## src/rtl/mips_ctrl_pkg.sv

```systemverilog
// Shared load/store control encodings and state constants for the memory access path.
package mips_ctrl_pkg;

    localparam logic [1:0] SZ_WORD = 2'b00;
    localparam logic [1:0] SZ_HALF = 2'b01;
    localparam logic [1:0] SZ_BYTE = 2'b10;
    localparam logic [1:0] SZ_RSVD = 2'b11;

    typedef enum logic [1:0] {
        ST_IDLE = 2'd0,
        ST_REQ  = 2'd1,
        ST_RESP = 2'd2
    } state_t;

    // True when the low address bits are naturally aligned for the access size.
    function automatic logic size_ok(input logic [1:0] size, input logic [1:0] offset);
        case (size)
            SZ_WORD: return offset == 2'b00;
            SZ_HALF: return !offset[0];
            SZ_BYTE: return 1'b1;
            default: return 1'b0;
        endcase
    endfunction

endpackage

```

## src/rtl/lane_align.sv

```systemverilog
// Byte-lane steering: store byte enables and replicated data, load extract and sign-extend.
module lane_align
    import mips_ctrl_pkg::*;
(
    input  logic [1:0]  size,
    input  logic [1:0]  offset,
    input  logic        write,
    input  logic [31:0] store_data,
    input  logic [31:0] read_word,
    output logic [3:0]  be,
    output logic [31:0] write_data,
    output logic [31:0] load_data
);

    logic [7:0]  lane_byte;
    logic [15:0] lane_half;

    always_comb begin
        lane_byte = read_word[7:0];
        case (offset)
            2'd1:    lane_byte = read_word[15:8];
            2'd2:    lane_byte = read_word[23:16];
            2'd3:    lane_byte = read_word[31:24];
            default: lane_byte = read_word[7:0];
        endcase
        lane_half = offset[1] ? read_word[31:16] : read_word[15:0];
    end

    // Reads always fetch the whole word; only stores narrow the byte enables.
    always_comb begin
        be         = 4'b1111;
        write_data = store_data;
        load_data  = read_word;
        case (size)
            SZ_BYTE: begin
                if (write) be = 4'b0001 << offset;
                write_data = {4{store_data[7:0]}};
                load_data  = {{24{lane_byte[7]}}, lane_byte};
            end
            SZ_HALF: begin
                if (write) be = offset[1] ? 4'b1100 : 4'b0011;
                write_data = {2{store_data[15:0]}};
                load_data  = {{16{lane_half[15]}}, lane_half};
            end
            default: begin
                be         = 4'b1111;
                write_data = store_data;
                load_data  = read_word;
            end
        endcase
    end

endmodule

```

## src/rtl/mem_access_unit.sv

```systemverilog
// Runs one data-memory transaction per accepted request over a req/ack handshake,
// stalling the pipeline via Busy and reporting alignment and timeout errors with Done.
module mem_access_unit
    import mips_ctrl_pkg::*;
#(
    parameter int TIMEOUT = 16,
    parameter int AW      = 32
) (
    input  logic          Clk,
    input  logic          Rst_n,
    input  logic          Start,
    input  logic          MemRead,
    input  logic [1:0]    MemWrite,
    input  logic [1:0]    MuxLoad,
    input  logic [1:0]    MuxStore,
    input  logic [AW-1:0] Addr,
    input  logic [31:0]   StoreData,
    output logic          Busy,
    output logic          Done,
    output logic [31:0]   LoadData,
    output logic          AddrErr,
    output logic          BusErr,
    output logic          MemReq,
    output logic          MemWe,
    output logic [AW-1:0] MemAddr,
    output logic [3:0]    MemBE,
    output logic [31:0]   MemWData,
    input  logic          MemAck,
    input  logic [31:0]   MemRData
);

    localparam int CW = (TIMEOUT < 2) ? 1 : $clog2(TIMEOUT);
    localparam logic [CW-1:0] CNT_LAST = CW'(TIMEOUT - 1);

    state_t        state;
    state_t        next_state;
    logic          is_read;
    logic          is_write;
    logic          no_access;
    logic          illegal;
    logic [1:0]    req_size;
    logic          accept;
    logic          in_req;
    logic          timeout_hit;
    logic [CW-1:0] wait_cnt;
    logic [AW-1:0] addr_q;
    logic [1:0]    size_q;
    logic          write_q;
    logic [31:0]   store_q;
    logic          addr_err_q;
    logic          bus_err_q;
    logic [31:0]   load_q;
    logic [3:0]    lane_be;
    logic [31:0]   lane_wdata;
    logic [31:0]   lane_load;
    logic          unused_bits;

    // MemWrite[1] is reserved and carries no meaning here.
    assign unused_bits = MemWrite[1];

    assign is_read     = MemRead;
    assign is_write    = MemWrite[0];
    assign no_access   = !is_read && !is_write;
    assign req_size    = is_write ? MuxStore : MuxLoad;
    assign illegal     = (is_read && is_write) || !size_ok(req_size, Addr[1:0]);
    assign accept      = (state == ST_IDLE) && Start;
    assign in_req      = (state == ST_REQ);
    assign timeout_hit = (wait_cnt == CNT_LAST);

    always_ff @(posedge Clk or negedge Rst_n) begin
        if (!Rst_n) state <= ST_IDLE;
        else        state <= next_state;
    end

    // Rejected and empty requests skip straight to the Done cycle.
    always_comb begin
        next_state = state;
        case (state)
            ST_IDLE: if (Start) next_state = (no_access || illegal) ? ST_RESP : ST_REQ;
            ST_REQ:  if (MemAck || timeout_hit) next_state = ST_RESP;
            ST_RESP: next_state = ST_IDLE;
            default: next_state = ST_IDLE;
        endcase
    end

    // Ack takes priority over the final timeout cycle.
    always_ff @(posedge Clk or negedge Rst_n) begin
        if (!Rst_n) begin
            addr_q     <= '0;
            size_q     <= SZ_WORD;
            write_q    <= 1'b0;
            store_q    <= '0;
            addr_err_q <= 1'b0;
            bus_err_q  <= 1'b0;
            wait_cnt   <= '0;
            load_q     <= '0;
        end else if (accept) begin
            addr_q     <= Addr;
            size_q     <= req_size;
            write_q    <= is_write;
            store_q    <= StoreData;
            addr_err_q <= !no_access && illegal;
            bus_err_q  <= 1'b0;
            wait_cnt   <= '0;
        end else if (in_req) begin
            if (MemAck) begin
                if (!write_q) load_q <= lane_load;
            end else if (timeout_hit) begin
                bus_err_q <= 1'b1;
            end else begin
                wait_cnt <= wait_cnt + 1'b1;
            end
        end
    end

    lane_align u_lane_align (
        .size       (size_q),
        .offset     (addr_q[1:0]),
        .write      (write_q),
        .store_data (store_q),
        .read_word  (MemRData),
        .be         (lane_be),
        .write_data (lane_wdata),
        .load_data  (lane_load)
    );

    assign Busy     = in_req;
    assign MemReq   = in_req;
    assign Done     = (state == ST_RESP);
    assign AddrErr  = Done && addr_err_q;
    assign BusErr   = Done && bus_err_q;
    assign MemWe    = in_req && write_q;
    assign MemAddr  = in_req ? {addr_q[AW-1:2], 2'b00} : '0;
    assign MemBE    = in_req ? lane_be : 4'b0000;
    assign MemWData = in_req ? lane_wdata : 32'h0;
    assign LoadData = load_q;

endmodule
```

## config.mk

```make
export PLATFORM = sky130hd
export DESIGN_NAME = mem_access_unit
export DESIGN_NICKNAME = d
export VERILOG_FILES = /design/src/rtl/mips_ctrl_pkg.sv /design/src/rtl/lane_align.sv /design/src/rtl/mem_access_unit.sv
export SDC_FILE = /design/constraint.sdc
export NUM_CORES = 1
export LEC_CHECK = 0
export ABC_AREA = 1
export CAP_MARGIN = 20
export CORE_ASPECT_RATIO = 1.2
export CORE_MARGIN = 2
export CORE_UTILIZATION = 44
export CTS_CLUSTER_DIAMETER = 120
export DETAILED_ROUTE_END_ITERATION = 8
export GPL_TIMING_DRIVEN = 0
export PLACE_DENSITY_LB_ADDON = 0.12
export SYNTH_ARGS = -nofsm -noshare
export SYNTH_HDL_FRONTEND = slang
export SYNTH_SLANG_ARGS = --single-unit
```

## constraint.sdc

```tcl
create_clock -name Clk -period 2 [get_ports Clk]
set_input_delay 0.2 -clock Clk [delete_from_list [all_inputs] [get_ports Clk]]
set_output_delay 0.2 -clock Clk [all_outputs]
set_load 0.03 [all_outputs]
```

## Yosys cells after proc, flatten, opt, wreduce, memory -nomap -nowiden

Cells that the tools add are included.

- Multiplexer cells: 25
- $add $sub $neg: 1
- Multipliers: 0
- Reduce and logical (&&, ||, !) cells: 24
- Bitwise operators: 2
- Divide/modulo/power cells: 0
- $lt $le $gt $ge: 0
- Shifts and indexed selects: 1
- Equal/unequal tests: 14

Operator list:

| cell | number |
|---|---|
| one-hot mux 32 bit (2 select lines) | 2 |
| two-way mux 32 bit | 2 |
| two-way mux 4 bit | 8 |
| one-hot mux 8 bit (3 select lines) | 1 |
| two-way mux 16 bit | 1 |
| equality test 2 bit (second input constant) | 5 |
| equality test 2 x 1 -> 1 bit (second input constant) | 4 |
| two-way mux 2 bit | 4 |
| one-hot mux 4 bit (2 select lines) | 1 |
| logical AND 1 bit | 7 |
| logical NOT 2 bit | 3 |
| AND reduction 3 bit | 2 |
| logical NOT 1 bit | 5 |
| adder 4 x 1 -> 4 bit (second input constant) | 1 |
| equality test 4 bit (second input constant) | 1 |
| two-way mux 1 bit | 4 |
| != test 2 x 1 -> 1 bit (second input constant) | 2 |
| != test 2 bit (second input constant) | 2 |
| one-hot mux 2 bit (2 select lines) | 1 |
| AND reduction 4 bit | 1 |
| nonzero test 2 bit | 2 |
| left shift 1 x 2 -> 4 bit (first input constant) | 1 |
| logical OR 1 bit | 3 |
| one-hot mux 1 bit (3 select lines) | 1 |
| other kinds (2) | 3 |

- Flip-flop bits (word level): 107
- Latch bits: 0
- Memory bits (read-only): 0
- Output and inout bits: 106
- RAM bits: 0
- Memories kept: 0

## Logic depth before layout (Yosys ltp)

Gate-level depths: netlist (run 1).

- Depth after elaboration: 9
- Gate-level depth with buffers: 11
- Gate-level depth less buffers: 10

## Modules after synthesis

Synthesis (run 1) repeated with hierarchy kept, for this count alone.

- Cells, all modules: 877
- Area, all modules: 6278.5 um2

Modules (own cells, without submodules):

| module | area an instance (um2) | cells each | instances | seq. area each (um2) |
|---|---|---|---|---|
| mem_access_unit | 4847.1 | 598 | 1 | 2677.6 |
| lane_align | 1431.4 | 279 | 1 | 0.0 |

## Least setup slack after synthesis (run 1)

Ideal clock, no wire load.

- Kind: register to output
- From: register size_q[0]
- To: output MemWData[14]
- Required time: 1800 ps
- Data arrival time: 1735 ps
- Slack: 65 ps
- Path buffers: 2
- Cell stages (with the launch flop): 8
- Path through: dfrtp_1 inv_1 ha_1 inv_1 buf_2 buf_1 nor2_1 nor2_1

- Cells in the longest elaborated chain, start to end: 3
- Elaborated cells between the ends (all ways): 4

RTL lines:

| what | RTL line | source |
|---|---|---|
| from (decl) | mem_access_unit.sv:47 | `logic [1:0] size_q;` |
| from (signal assigned) | mem_access_unit.sv:99 | `size_q <= req_size;` |
| equality test 2 x 1 -> 1 bit / equality test 2 bit (equally long branches) | lane_align.sv:34 | `case (size)` |
| one-hot mux 32 bit (2 select lines) (*) | lane_align.sv:34 |  |
| two-way mux 32 bit (*) | mem_access_unit.sv:135 | `assign MemWData = in_req ? lane_wdata : 32'h0;` |
| to (decl) | mem_access_unit.sv:27 | `output logic [31:0] MemWData,` |

Mark *: on every way between the ends. The rest lies on a longest branch, timed or not.

## Final worst setup path (run 1)

- From: register size_q[1]
- To: output MemWData[14]

The elaborated chain is that of the path after synthesis.

==> reports/summary.md, run 1 <==
Wires add up to 17.7 mm. The biggest cell delay along the critical path was 0.43 ns. Count of final hold-check violations: 0. The fraction of final layout cells with drive strength greater than 1 came out at 17.4%. By count the netlist is led by sky130_fd_sc_hd__nand2_1 (250), sky130_fd_sc_hd__dfrtp_1 (107), sky130_fd_sc_hd__nor2_1 (106). The internal power of the cells totals 6.63 mW. At the placement stage, the worst setup path has a slack of -0.704 ns. Mapped cell area: 5530 µm². For the initial antenna violation count, the log shows 0.

The sequential cells in the finished layout cover a total of 2680 µm². The post-synthesis mux area share is 0%. TritonCTS built the clock tree.

The max-capacitance violation count was 0; the leakage power was 4.13 nW. The first global-routing pass estimated 28.4 mm of wire. The switching power as a share of total power was 43.9%. After Yosys synthesis, full adders, half adders and majority gates account for 0.678% of the synthesized area. Power spread over the standard cell area amounts to 1400 nW/µm². The run gives 5 as the total iterations of the first detailed-routing run. In this run the power spent charging and discharging nets is 5.20 mW. The tightest slew margin relative to the limit was 58.6%. The critical path start-end classification is register to output pin. Data on the critical path is required at its endpoint by 1.80 ns. The post-synthesis async set-or-reset flop share was 100%; the top-area cell type share of the netlist area was 48.4%. The number of antenna diodes in the final layout is 0. The fraction of the cycle the final worst path needs is 100%, and the remaining global-route overflow is 0. The total chip power came out at 11.8 mW. The signal on the critical path passes through ha_4, buf_12, buf_8, a21oi_4, o21ai_2, nand2_1, nor2_1, buf_4. For the number of inserted filler cells in the final layout, the log shows 1046. Per report_power, the sequential group accounts for 29.5% of the total. For the number of global-route vias before repair, the log shows 5716.

Summing all multi-input logic gate instances after layout gives 2500 µm². At the later pin of the worst-skew pair, clock insertion delay measures 0.35 ns. After Yosys synthesis, XOR and XNOR cells account for 0.317% of the synthesized area. The synthesized design contains 0 enable-type register cells. The chip width is 106 µm, and the relative contribution of the clock network to total power is 15.7%. The slowest stage cell on the critical path was sky130_fd_sc_hd__dfrtp_1.

For the final database, setup skew stands at 0.00656 ns. The die is 127 µm tall. The level count of the clock H-tree is 3, and the largest net degree at the start of global routing is 62.

The final layout contains 1110 nets. The cell with the most instances after synthesis was sky130_fd_sc_hd__nand2_1. Using the TritonRoute via totals, the vias-per-cell ratio works out to 4.98. The main combinational cell family by area after synthesis is simple AND/OR/NAND/NOR gates. After clock tree synthesis, the clock-pin slew on the worst setup and hold paths is 0.08 ns.

The run gives 0.380 ns as the worst hold slack across all endpoints. The fraction of the mapped netlist area in simple logic gates was 28.0%; the HPWL after detailed placement was 12.6 mm. Sink count of the clock tree: 107.

The final period demand of the worst path works out to 2.01 ns. Startpoint class of the critical path: a register. The mean routed wirelength per cell was 15.2 µm; the sequential cell area fraction in the yosys report was 48.4%.

Post-synthesis cell type count: 30. Setup repair after global routing could not meet its margin everywhere. The largest fanout on the critical path came out at 5.

The buffer type at the clock tree root is sky130_fd_sc_hd__clkbuf_16. The run finished, with violations left. No sink is reached through more buffers than the 2 on the longest clock path.

The final reports fail on setup timing. Type of the worst min-delay path: primary input to register. From synthesis to final layout, the design area changed by 52.8%. The effective utilization at floorplan came out at 45.5%. The logs give 0 for the final max-slew violation count and 0 for the remaining antenna violation count. The floorplan has 44 rows. STA classifies the critical path endpoint as an output pin. The maximum clock rate came out at 0.499 GHz. The cell accounting for the most synthesized area is sky130_fd_sc_hd__dfrtp_1. The global placer's final weighted congestion is 0.880.

Global routing used 26.5% of the available tracks across all layers. Dividing the synthesized area by the synthesized cell count gives 7.24 µm². For the pin with the worst max-slew slack, the measured transition is 0.621 ns. Clock tree synthesis inserted a total of 9 buffers. In the synthesized netlist, the number of instances is 764. The floorplan step defined a die boundary enclosing 13500 µm². After the first detailed-routing iteration, the DRC count stood at 259. The logs give -0.00546 ns for the final worst setup slack and 5803 for the vias after detailed routing. The compound-gate portion of the synthesized area came out at 13.3%.

The total area inside the core boundary comes to 12200 µm². The run gives 0 as the number of synthesis warnings. For the power share of the combinational group, the log shows 54.8%.

Number of storage elements in the synthesis netlist: 107. The number of ports placed on the die boundary came out at 213. Final count of negative-setup-slack endpoints: 3. The quantity of I/O buffers inserted on ports was 209. Yosys attributes the largest share of cell area to sky130_fd_sc_hd__dfrtp_1 (48%), sky130_fd_sc_hd__nand2_1 (17%), sky130_fd_sc_hd__nor2_1 (7.2%), sky130_fd_sc_hd__o21ai_0 (5.8%), sky130_fd_sc_hd__a21oi_1 (5.2%). For the maximum vdd ir drop, the log shows 0.000603 V.

The arrival time reported for the critical path endpoint is 1.81 ns. Leading register cell type out of synthesis: sky130_fd_sc_hd__dfrtp_1. After detailed routing, the number of remaining DRC violations is 0.
==> cells in the final DEF, fill, tap and decap left out, drive strengths merged <==
master	Yosys	layout
and3	1	1
bufinv	0	1
clkinv	0	1
clkinvlp	0	2
o31ai	2	2
nand4	2	2
o21ai	76	76
buf	28	75
nor2	107	107
or2	6	6
dlygate4sd3	0	1
clkbuf	16	43
dfrtp	107	107
nand2	252	252
clkdlybuf4s50	0	138
dlygate4sd2	0	1
inv	74	75
xor2	1	1
ha	3	3
nand3	20	20
o211ai	5	5
conb	1	2
a31oi	2	2
nor3	1	1
clkdlybuf4s15	0	21
a21oi	57	57
nand3b	1	1
xnor2	1	1
a21boi	1	1
==> layer usage <==
metal / up-vias / share of wire [%] / wire length (µm) / track usage (%)
met2: 227 / 49 / 8760 / 44.9
met3: 39 / 7.6 / 1350 / 6.06
met1: 2675 / 40 / 7060 / 32.5
met5: - / 0 / 0 / 0
li1: 2862 / - / - / -
met4: 0 / 3.1 / 550 / 11.1
==> critical path, delay by kind of cell, from the launching register on <==
| family | cells | cell delay (ns) |
|---|---|---|
| simple gates | 2 | 0.17 |
| flops | 1 | 0.43 |
| buf+inv | 3 | 0.43 |
| compound gates | 2 | 0.09 |
| fa+ha+maj | 1 | 0.34 |
==> timing repair <==
action	4_1_cts	5_1_grt
endpoints found under the hold margin	46	0
endpoints found under the setup margin	70	47
buffers inserted	11	1
pin swaps	3	11
hold buffers	1	0
gates resized for setup	327	81
cloned	0	2
==> registers in the layout, indices dropped and copies added (netlist names), 2 cells and up <==
register / flops
LoadData: 32
addr_q: 32
store_q: 32
wait_cnt: 4
size_q: 2
state: 2
==> power groups by stage <==
stage | registers (mW) | logic, mW | clock network, mW
after floorplan | 4.03 | 2.85 | 0
after global placement | 3.47 | 5.46 | 0
after detailed placement | 3.48 | 5.53 | 0
after CTS | 3.47 | 6.04 | 1.87
after global routing | 3.59 | 7.06 | 1.96
final | 3.49 | 6.49 | 1.85
==> kinds of logic (layout without fill, tap and decap cells) <==
group,Yosys count,after routing
compound gates,143,143
xor+xnor,2,2
fa+ha+maj,3,3
buf+inv,118,358
flops,107,107
other cells,1,2
simple gates,390,390
==> metrics by stage <==
step | utilization, % | area (µm²) | setup TNS (ns) | std cells
floorplan | - | 5540 | 0 | 765
global placement | 64.4 | 7830 | -386.60 | 1135
detailed placement | 64.6 | 7860 | -17.86 | 1136
CTS | 68.5 | 8340 | 0 | 1163
global route | 69.5 | 8450 | -1.57 | 1166
finish | 69.5 | 8450 | -0.0134 | 1166
==> final timing paths <==
| path | start | to | slack (ns) | depth (start not counted) |
|---|---|---|---|---|
| worst max-delay path | size_q[1]$_DFFE_PN0P_ | MemWData[14] | -0.005 | 8 |
| worst min-delay path | StoreData[12] | store_q[12]$_DFFE_PN0P_ | 0.38 | 3 |
| worst max register to register | size_q[1]$_DFFE_PN0P_ | LoadData[22]$_DFFE_PN0P_ | 0.21 | 6 |
| worst min register to register | addr_err_q$_DFFE_PN0P_ | addr_err_q$_DFFE_PN0P_ | 0.48 | 2 |
| max in group asynchronous | Rst_n | store_q[15]$_DFFE_PN0P_ | 0.87 | 3 |
| min in group asynchronous | Rst_n | LoadData[24]$_DFFE_PN0P_ | 0.40 | 2 |
==> cell type report <==
class | instances | area share (%)
inverter | 74 | 3.42
multi-input combinational | 540 | 29.5
tap | 161 | 2.38
clock inverter | 5 | 0.710
clock buffer | 11 | 2.87
buffer | 43 | 4.03
sequential | 107 | 31.7
timing repair buffer | 225 | 25.4
Note: power is estimated with default switching activity, not from simulation.
==> run 2: changes to the inputs <==
RECOVER_POWER = 50   (was default)
clock period = 1.9 ns   (was 2 ns; I/O delays follow)
==> run 2 against run 1 <==
Net effect:
- the run still ends with setup timing left
- clock power rose by 14%
- clock-buffer cell count unchanged
- register-to-register slack worse by 0.19 ns
- routed wire length is 1.6% lower
- core utilization rose by 1.3 points
- sequential power is 5% higher
- critical path type unchanged
- critical endpoint unchanged
- largest cell class unchanged
- largest power group unchanged
- highest routed layer unchanged
==> reports/summary.md, run 2 (synthesized netlist as in run 1, its figures left out) <==
The run finished, with violations left. Failing checks: setup timing (unchanged). The final worst setup slack came out at -0.135 ns (was -0.00546 ns).

Fraction of final layout cells with drive strength greater than 1: 18.4% (was 17.4%). Effective utilization at floorplan: 45.5% (unchanged). Type of the worst min-delay path: primary input to register (unchanged). The total iterations of the first detailed-routing run was 7 (was 5); the post-route core utilization was 70.8% (was 69.5%). Total power divided by cell area: 1460 nW/µm² (was 1400 nW/µm²). The chip width works out to 106 µm (unchanged). The category of the worst setup path capture point is an output pin (unchanged).

The total chip power is 12.6 mW (was 11.8 mW). The final max-slew violation count came out at 0 (unchanged). For the sequential group share of total power, the log shows 29.2% (was 29.5%).

First-pass GRT wire length: 27.3 mm (was 28.4 mm). The count of final hold-check violations was 0 (unchanged). The remaining antenna violation count is 0 (unchanged), and the die outline area is 13500 µm² (unchanged).

The level count of the clock H-tree was 3 (unchanged); the count of antenna diodes in the layout was 0 (unchanged). The tools report the final count of negative-setup-slack endpoints as 29 (was 3). The die span in y works out to 127 µm (unchanged). The tools report the initial antenna violation count as 0 (unchanged).

The routed via count divided by cell count came out at 4.96 (was 4.98). The clock input transition at the sequential cells of the worst setup and hold paths was 0.07 ns (was 0.08 ns). Transition time at the pin with the least slew margin: 1.33 ns (was 0.621 ns). The run gives 4.15 nW (was 4.13 nW) as the leakage power. The tightest slew margin relative to the limit is 11.2% (was 58.6%). Most frequent standard cell in the layout excluding fill and tap cells: sky130_fd_sc_hd__nand2_1 (unchanged).

Max-capacitance violation count: 0 (unchanged). The startpoint class of the critical path was a register (unchanged). The sink count of the clock tree is 107 (unchanged), and the post-layout net count is 1114 (was 1110). The source-to-sink clock delay at the later pin of the worst-skew pair is 0.35 ns (about the same). The maximum vdd ir drop is 0.000687 V (was 0.000603 V). The critical path start-end classification is register to output pin (unchanged). The switching power as a share of total power was 43.1% (was 43.9%); the vias after detailed routing was 5798 (was 5803). Core outline area: 12200 µm² (unchanged). The overall fraction of global-route tracks in use was 25.6% (was 26.5%). The tools report the number of placed instances, taps included as 1136 (unchanged).

The maximum clock path buffer count is 2 (unchanged). Fraction of the cycle the final worst path needs: 107%. The run gives 5509 (was 5716) as the number of global-route vias before repair. The quantity of I/O buffers inserted on ports works out to 209 (unchanged).

The timing startpoint of the critical path was size_q[0]$_DFFE_PN0P_ (was size_q[1]$_DFFE_PN0P_). Leading cell types in the layout, fill and taps excluded: sky130_fd_sc_hd__nand2_1 (248), sky130_fd_sc_hd__clkdlybuf4s50_1 (127), sky130_fd_sc_hd__dfrtp_1 (107) (was sky130_fd_sc_hd__nand2_1 (247), sky130_fd_sc_hd__clkdlybuf4s50_1 (138), sky130_fd_sc_hd__dfrtp_1 (107)). The relative contribution of the clock network to total power is 16.8% (was 15.7%). The mean routed wirelength per cell is 14.9 µm (was 15.2 µm). The logs give 1026 (was 1046) for the number of inserted filler cells in the final layout and 12.7 mm (was 12.6 mm) for the HPWL after detailed placement. The cell internal power dissipation is 7.15 mW (was 6.63 mW), and the routed wire length is 17.4 mm (was 17.7 mm). The final period demand of the worst path is 2.03 ns. Buffer type at the clock tree root: sky130_fd_sc_hd__clkbuf_16 (unchanged). The remaining global-route overflow came out at 0 (unchanged).

The iteration-0 DRC count of the detailed router was 308 (was 259). The tools report the start of the worst register-to-register path as state[0]$_DFFE_PN0P_ (was size_q[1]$_DFFE_PN0P_). The setup skew after layout was 0.00709 ns (was 0.00656 ns); the maximum clock rate was 0.491 GHz.

The power spent charging and discharging nets was 5.41 mW (was 5.20 mW). The run gives 1.84 ns (was 1.81 ns) as the arrival time reported for the critical path endpoint. The global placer's final weighted congestion is 0.897 (was 0.880). The tools report the number of placement rows as 44 (unchanged).

TritonCTS built the clock tree. Setup repair after global routing could not meet its margin everywhere. The layout overhead on the synthesized area is 55.7% (was 52.8%), and the remaining design rule violation count is 0 (unchanged).

The tools report the data required time at the worst endpoint as 1.71 ns (was 1.80 ns). The tools report the largest net degree at the start of global routing as 59 (was 62). The count of non-filler cells in the finished layout was 1170 (was 1166).

The worst min-delay path startpoint is StoreData[18] (was StoreData[12]). The number of ports placed on the die boundary came out at 213 (unchanged). The power share of the combinational group is 54.0% (was 54.8%), and the largest fanout on the critical path is 5 (unchanged).

The slack of the worst reg-to-reg path is 0.02 ns (was 0.21 ns). For the total CTS buffers, the log shows 9 (unchanged).
## run 2: cell types whose count changed in the layout (fill, tap and decap cells not counted), sizes merged
cell	previous run	this run
buf	75	70
bufinv	1	2
clkbuf	43	33
clkdlybuf4s15	21	39
clkdlybuf4s50	138	127
clkinvlp	2	3
dlygate4sd2	1	2
dlygate4sd3	1	10
inv	75	74
nand2	252	253
## run 2: worst max-delay path: stages (launching register included)
cell and delay [ns]:
sky130_fd_sc_hd__dfrtp_1 0.40, sky130_fd_sc_hd__inv_2 0.07, sky130_fd_sc_hd__ha_4 0.32, sky130_fd_sc_hd__buf_8 0.13
sky130_fd_sc_hd__buf_8 0.10, sky130_fd_sc_hd__a21oi_2 0.03, sky130_fd_sc_hd__o21ai_1 0.07, sky130_fd_sc_hd__nand2_1 0.11
sky130_fd_sc_hd__nor2_2 0.11, sky130_fd_sc_hd__buf_6 0.14
## run 2: path summary, 6_finish.rpt
| check | cells after the start | end |
|---|---|---|
| worst max register to register | 5 | store_q[2]$_DFFE_PN0P_ |
| worst min register to register | 2 | addr_err_q$_DFFE_PN0P_ |
| max in group asynchronous | 3 | addr_q[21]$_DFFE_PN0P_ |
| worst max-delay path | 9 | MemWData[14] |
| worst min-delay path | 3 | store_q[18]$_DFFE_PN0P_ |
| min in group asynchronous | 2 | LoadData[27]$_DFFE_PN0P_ |
## run 2: area by class of cell
class | instances | area, µm² | share of cell area [%]
Tap cell | 161 | 201 | 2.34
Inverter | 74 | 288 | 3.34
Timing Repair inverter | 1 | 7.51 | 0.0872
Sequential cell | 107 | 2680 | 31.1
Timing Repair Buffer | 228 | 2290 | 26.5
Clock inverter | 5 | 82.6 | 0.959
Buffer | 42 | 339 | 3.94
Clock buffer | 11 | 253 | 2.93
Multi-Input combinational cell | 541 | 2480 | 28.8
## run 2: layer usage
metal / track usage, % / wire, µm
met2: 44.8 / 8660
met3: 7.81 / 1570
met5: 0 / 0
met1: 30.6 / 6870
met4: 6.89 / 319
## run 2: timing repair
item / CTS / global route
pin swaps: 3 / 10
gates cloned: 2 / 1
endpoints found under the setup margin: 71 / 33
gates resized for setup: 367 / 33
hold endpoints to repair: 49 / 0
buffers inserted: 9 / 7
hold buffers: 1 / 0
## run 2: stage by stage
step           setup WS, ns  TNS [ns]  hold slack (ns)  area, µm²
4_1_cts             -0.0835     -1.13            0.369       8470
5_1_grt              -0.215     -6.78            0.386       8610
6_report             -0.135     -1.96            0.370       8610
2_1_floorplan       0.00457         0           -0.106       5560
3_5_place_dp         -0.722    -22.36            0.269       7880
3_3_place_gp          -3.56   -402.46            0.459       7850
## run 2: power groups by stage
stage	Clock [mW]	Sequential, mW	Combinational (mW)
after floorplan	0	4.24	3.03
after global placement	0	3.65	5.77
after detailed placement	0	3.67	5.84
after CTS	2.12	3.65	6.40
after global routing	2.24	3.78	7.34
final	2.11	3.66	6.78
==> run 3: changes to the inputs <==
CORE_UTILIZATION = 46   (was 44)
SYNTH_HIERARCHICAL = 1   (was default)
==> run 3 against run 2 <==
Net effect:
- non-clock buffer count rose by 19
- critical path type unchanged
- setup slack worse by 0.13 ns
- critical endpoint unchanged
- critical path depth stayed put
- the run still ends with setup timing left
- synthesized cell count rose by 15%
- register-to-register slack better by 0.07 ns
- synthesized area is 13% higher
- routed wire length up 10%
- clock power decreased by 13%
- largest cell class is now multi-input combinational cells
- sequential power is 2% lower
- first-iteration DRC count increased by 14%
- hold slack better by 0.0018 ns
==> reports/summary.md, run 3 <==
The type of the worst min-delay path is primary input to register (unchanged). The sequential cell area fraction in the yosys report is 42.6% (was 48.4%). The transition time at the pin with the least slew margin came out at 0.949 ns (was 1.33 ns). The max-capacitance violation count was 0 (unchanged); the number of inserted filler cells in the final layout was 1133 (was 1026).

The vias after detailed routing is 6390 (was 5798), and the number of synthesis warnings is 6 (was 0). The post-synthesis cell type count is 35 (was 30). HPWL after detailed placement: 14.1 mm (was 12.7 mm). Most frequent standard cell in the layout excluding fill and tap cells: sky130_fd_sc_hd__nand2_1 (unchanged). For the remaining design rule violation count, the log shows 0 (unchanged). The leading register cell type out of synthesis was sky130_fd_sc_hd__dfrtp_1 (unchanged).

For the remaining antenna violation count, the log shows 0 (unchanged). The cell with the most instances after synthesis was sky130_fd_sc_hd__nand2_1 (unchanged). The tools report the startpoint class of the critical path as a register (unchanged).

The tools report the final worst setup slack as -0.265 ns (was -0.135 ns). Total power divided by cell area: 1380 nW/µm² (was 1460 nW/µm²). The slowest stage cell on the critical path was sky130_fd_sc_hd__dfrtp_1 (unchanged).

The tools report the arrival time reported for the critical path endpoint as 1.97 ns (was 1.84 ns). The run gives 28 (was 29) as the final count of negative-setup-slack endpoints. The tools report the mapped cell area as 6280 µm² (was 5530 µm²). Critical-path cell list: ha_1, buf_6, nor2_4, buf_12, a32oi_2, nand2_1, inv_1, nor2_2, buf_6 (was inv_2, ha_4, buf_8, buf_8, a21oi_2, o21ai_1, nand2_1, nor2_2, buf_6).

The core outline area was 13300 µm² (was 12200 µm²); the synthesized instance count was 877 (was 764). The maximum vdd ir drop is 0.000839 V (was 0.000687 V). The die span in y was 132 µm (was 127 µm); the post-route core utilization was 69.0% (was 70.8%).

The tools report the worst min-delay path startpoint as StoreData[12] (was StoreData[18]). The critical path start-end classification was register to output pin (unchanged). The maximum clock path buffer count is 2 (unchanged), and the number of placed instances, taps included is 1256 (was 1136).

For the remaining global-route overflow, the log shows 0 (unchanged). Most used cell along the critical path: sky130_fd_sc_hd__buf_6 (was sky130_fd_sc_hd__buf_8). For the number of global-route vias before repair, the log shows 6130 (was 5509). The start of the worst register-to-register path is size_q[1]$_DFFE_PN0P_ (was state[0]$_DFFE_PN0P_).

The category of the worst setup path capture point is an output pin (unchanged). Tightest slew margin relative to the limit: 36.8% (was 11.2%). The source-to-sink clock delay at the later pin of the worst-skew pair is 0.35 ns (about the same), and the routed wire length is 19.2 mm (was 17.4 mm).

The final period demand of the worst path is 2.16 ns (was 2.03 ns). The buffer type at the clock tree root was sky130_fd_sc_hd__clkbuf_16 (unchanged). For the count of final hold-check violations, the log shows 0 (unchanged). The mean routed wirelength per cell was 14.9 µm (about the same); the post-synthesis area per instance was 7.16 µm² (was 7.24 µm²). The run finished, with violations left. Failing checks: setup timing (unchanged).

The first-pass GRT wire length is 31.0 mm (was 27.3 mm). The initial antenna violation count is 0 (unchanged), and the level count of the clock H-tree is 3 (unchanged). The leakage power is 4.82 nW (was 4.15 nW), and the post-synthesis async set-or-reset flop share is 100% (unchanged). Top cells by count, synth: sky130_fd_sc_hd__nand2_1 (323), sky130_fd_sc_hd__inv_1 (115), sky130_fd_sc_hd__dfrtp_1 (107) (was sky130_fd_sc_hd__nand2_1 (250), sky130_fd_sc_hd__dfrtp_1 (107), sky130_fd_sc_hd__nor2_1 (106)). The routed via count divided by cell count is 4.95 (was 4.96). The run gives 0 (unchanged) as the final max-slew violation count.

The top-area cell type share of the netlist area is 42.6% (was 48.4%). The fraction of final layout cells with drive strength greater than 1 works out to 22.7% (was 18.4%). Total CTS buffers: 9 (unchanged).

Worst hold slack across all endpoints: 0.372 ns (was 0.370 ns). Maximum clock rate: 0.462 GHz (was 0.491 GHz). The biggest cell delay along the critical path was 0.40 ns (about the same); the largest fanout on the critical path was 5 (unchanged). The tools report the data required time at the worst endpoint as 1.71 ns (about the same).

For the iteration-0 DRC count of the detailed router, the log shows 351 (was 308). Top area cells in the synthesized netlist: sky130_fd_sc_hd__dfrtp_1 (43%), sky130_fd_sc_hd__nand2_1 (19%), sky130_fd_sc_hd__inv_1 (6.9%), sky130_fd_sc_hd__nor2_1 (4.4%), sky130_fd_sc_hd__nand3_1 (3.7%) (was sky130_fd_sc_hd__dfrtp_1 (48%), sky130_fd_sc_hd__nand2_1 (17%), sky130_fd_sc_hd__nor2_1 (7.2%), sky130_fd_sc_hd__o21ai_0 (5.8%), sky130_fd_sc_hd__a21oi_1 (5.2%)). Timing startpoint of the critical path: size_q[1]$_DFFE_PN0P_ (was size_q[0]$_DFFE_PN0P_).

Setup repair after global routing could not meet its margin everywhere. Sink count of the clock tree: 107 (unchanged). The quantity of I/O buffers inserted on ports is 209 (unchanged), and the overall fraction of global-route tracks in use is 26.1% (was 25.6%). The area of the multi-input gates is 2890 µm² (was 2480 µm²). Leading cell types in the layout, fill and taps excluded: sky130_fd_sc_hd__nand2_1 (312), sky130_fd_sc_hd__clkdlybuf4s50_1 (137), sky130_fd_sc_hd__inv_1 (117) (was sky130_fd_sc_hd__nand2_1 (248), sky130_fd_sc_hd__clkdlybuf4s50_1 (127), sky130_fd_sc_hd__dfrtp_1 (107)).

The largest net degree at the start of global routing was 71 (was 59). The cell accounting for the most synthesized area was sky130_fd_sc_hd__dfrtp_1 (unchanged). The tools report the post-layout net count as 1229 (was 1114).

The tools report the effective utilization at floorplan as 47.2% (was 45.5%). The run gives 46 (was 44) as the number of placement rows. The global placer's final weighted congestion is 0.951 (was 0.897), and the die outline area is 14600 µm² (was 13500 µm²). The number of ports placed on the die boundary is 213 (unchanged). The clock input transition at the sequential cells of the worst setup and hold paths was 0.08 ns (was 0.07 ns); the number of enable-type register cells in the synthesized netlist was 0 (unchanged). The fraction of the cycle the final worst path needs works out to 114% (was 107%). The sequential standard cell area is 2680 µm² (about the same).

The total iterations of the first detailed-routing run is 5 (was 7), and the setup skew after layout is 0.00730 ns (was 0.00709 ns). The layout overhead on the synthesized area came out at 46.1% (was 55.7%). TritonCTS built the clock tree.

The count of antenna diodes in the layout is 0 (unchanged). The chip width came out at 111 µm (was 106 µm). The number of storage elements in the synthesis netlist is 107 (unchanged). For the count of non-filler cells in the finished layout, the log shows 1292 (was 1170).
run 3: cell families after synthesis:
kind of cell,after synthesis,share of synthesized area (%)
XOR/XNOR,2,0.279
AO/OA/AOI/OAI,104,10.2
AND/OR/NAND/NOR,478,32.1
other,1,0.0597
adder cells (fa/ha/maj),3,0.598
buffers and inverters,182,14.1
flip-flops,107,42.6
run 3: timing repair:
action | 4_1_cts | 5_1_grt
buffers inserted | 13 | 4
gates resized for setup | 463 | 13
gates cloned | 2 | 0
hold buffers | 1 | 0
hold endpoints to repair | 37 | 0
endpoints found under the setup margin | 71 | 76
pin swaps | 37 | 9
run 3: worst max-delay path, delay by kind of cell (launching register included):
kind            cells  cell delay, ns
buf+inv             4            0.50
flops               1            0.40
simple gates        3            0.37
fa+ha+maj           1            0.31
compound gates      1            0.06
run 3: metal layers:
layer	GRT usage [%]	wire length, µm
met5	0	0
met4	9.10	529
met3	5.84	1370
met2	44.9	9530
met1	32.4	7750
run 3: path summary, 6_finish.rpt:
check,to,slack (ns),depth (start not counted)
worst max-delay path,MemWData[14],-0.26,9
worst min-delay path,store_q[12]$_DFFE_PN0P_,0.37,3
worst max register to register,LoadData[31]$_DFFE_PN0P_,0.09,10
worst min register to register,store_q[31]$_DFFE_PN0P_,0.48,2
max in group asynchronous,store_q[3]$_DFFE_PN0P_,0.20,3
min in group asynchronous,LoadData[19]$_DFFE_PN0P_,0.51,2
run 3: power by group:
group | internal [mW] | switching [mW] | total, mW
registers | 3.08 | 0.517 | 3.60
clock network | 0.940 | 0.885 | 1.83
logic | 3.06 | 4.19 | 7.25
run 3: layout make-up:
type / count / area share (%)
sequential: 107 / 29.2
inverter: 123 / 5.14
clock inverter: 4 / 0.382
tap: 168 / 2.29
buffer: 59 / 5.80
timing repair buffer: 230 / 23.0
multi-input combinational: 589 / 31.4
clock buffer: 12 / 2.69
run 3: per-stage QoR:
step	area [µm²]	power [mW]	setup slack, ns	TNS (ns)
2_1_floorplan	6320	7.66	0.0378	0
3_3_place_gp	8620	9.69	-3.52	-400.40
3_5_place_dp	8640	9.79	-0.722	-25.42
4_1_cts	9140	12.6	-0.223	-5.08
5_1_grt	9180	13.5	-0.355	-12.80
6_report	9180	12.7	-0.265	-5.38
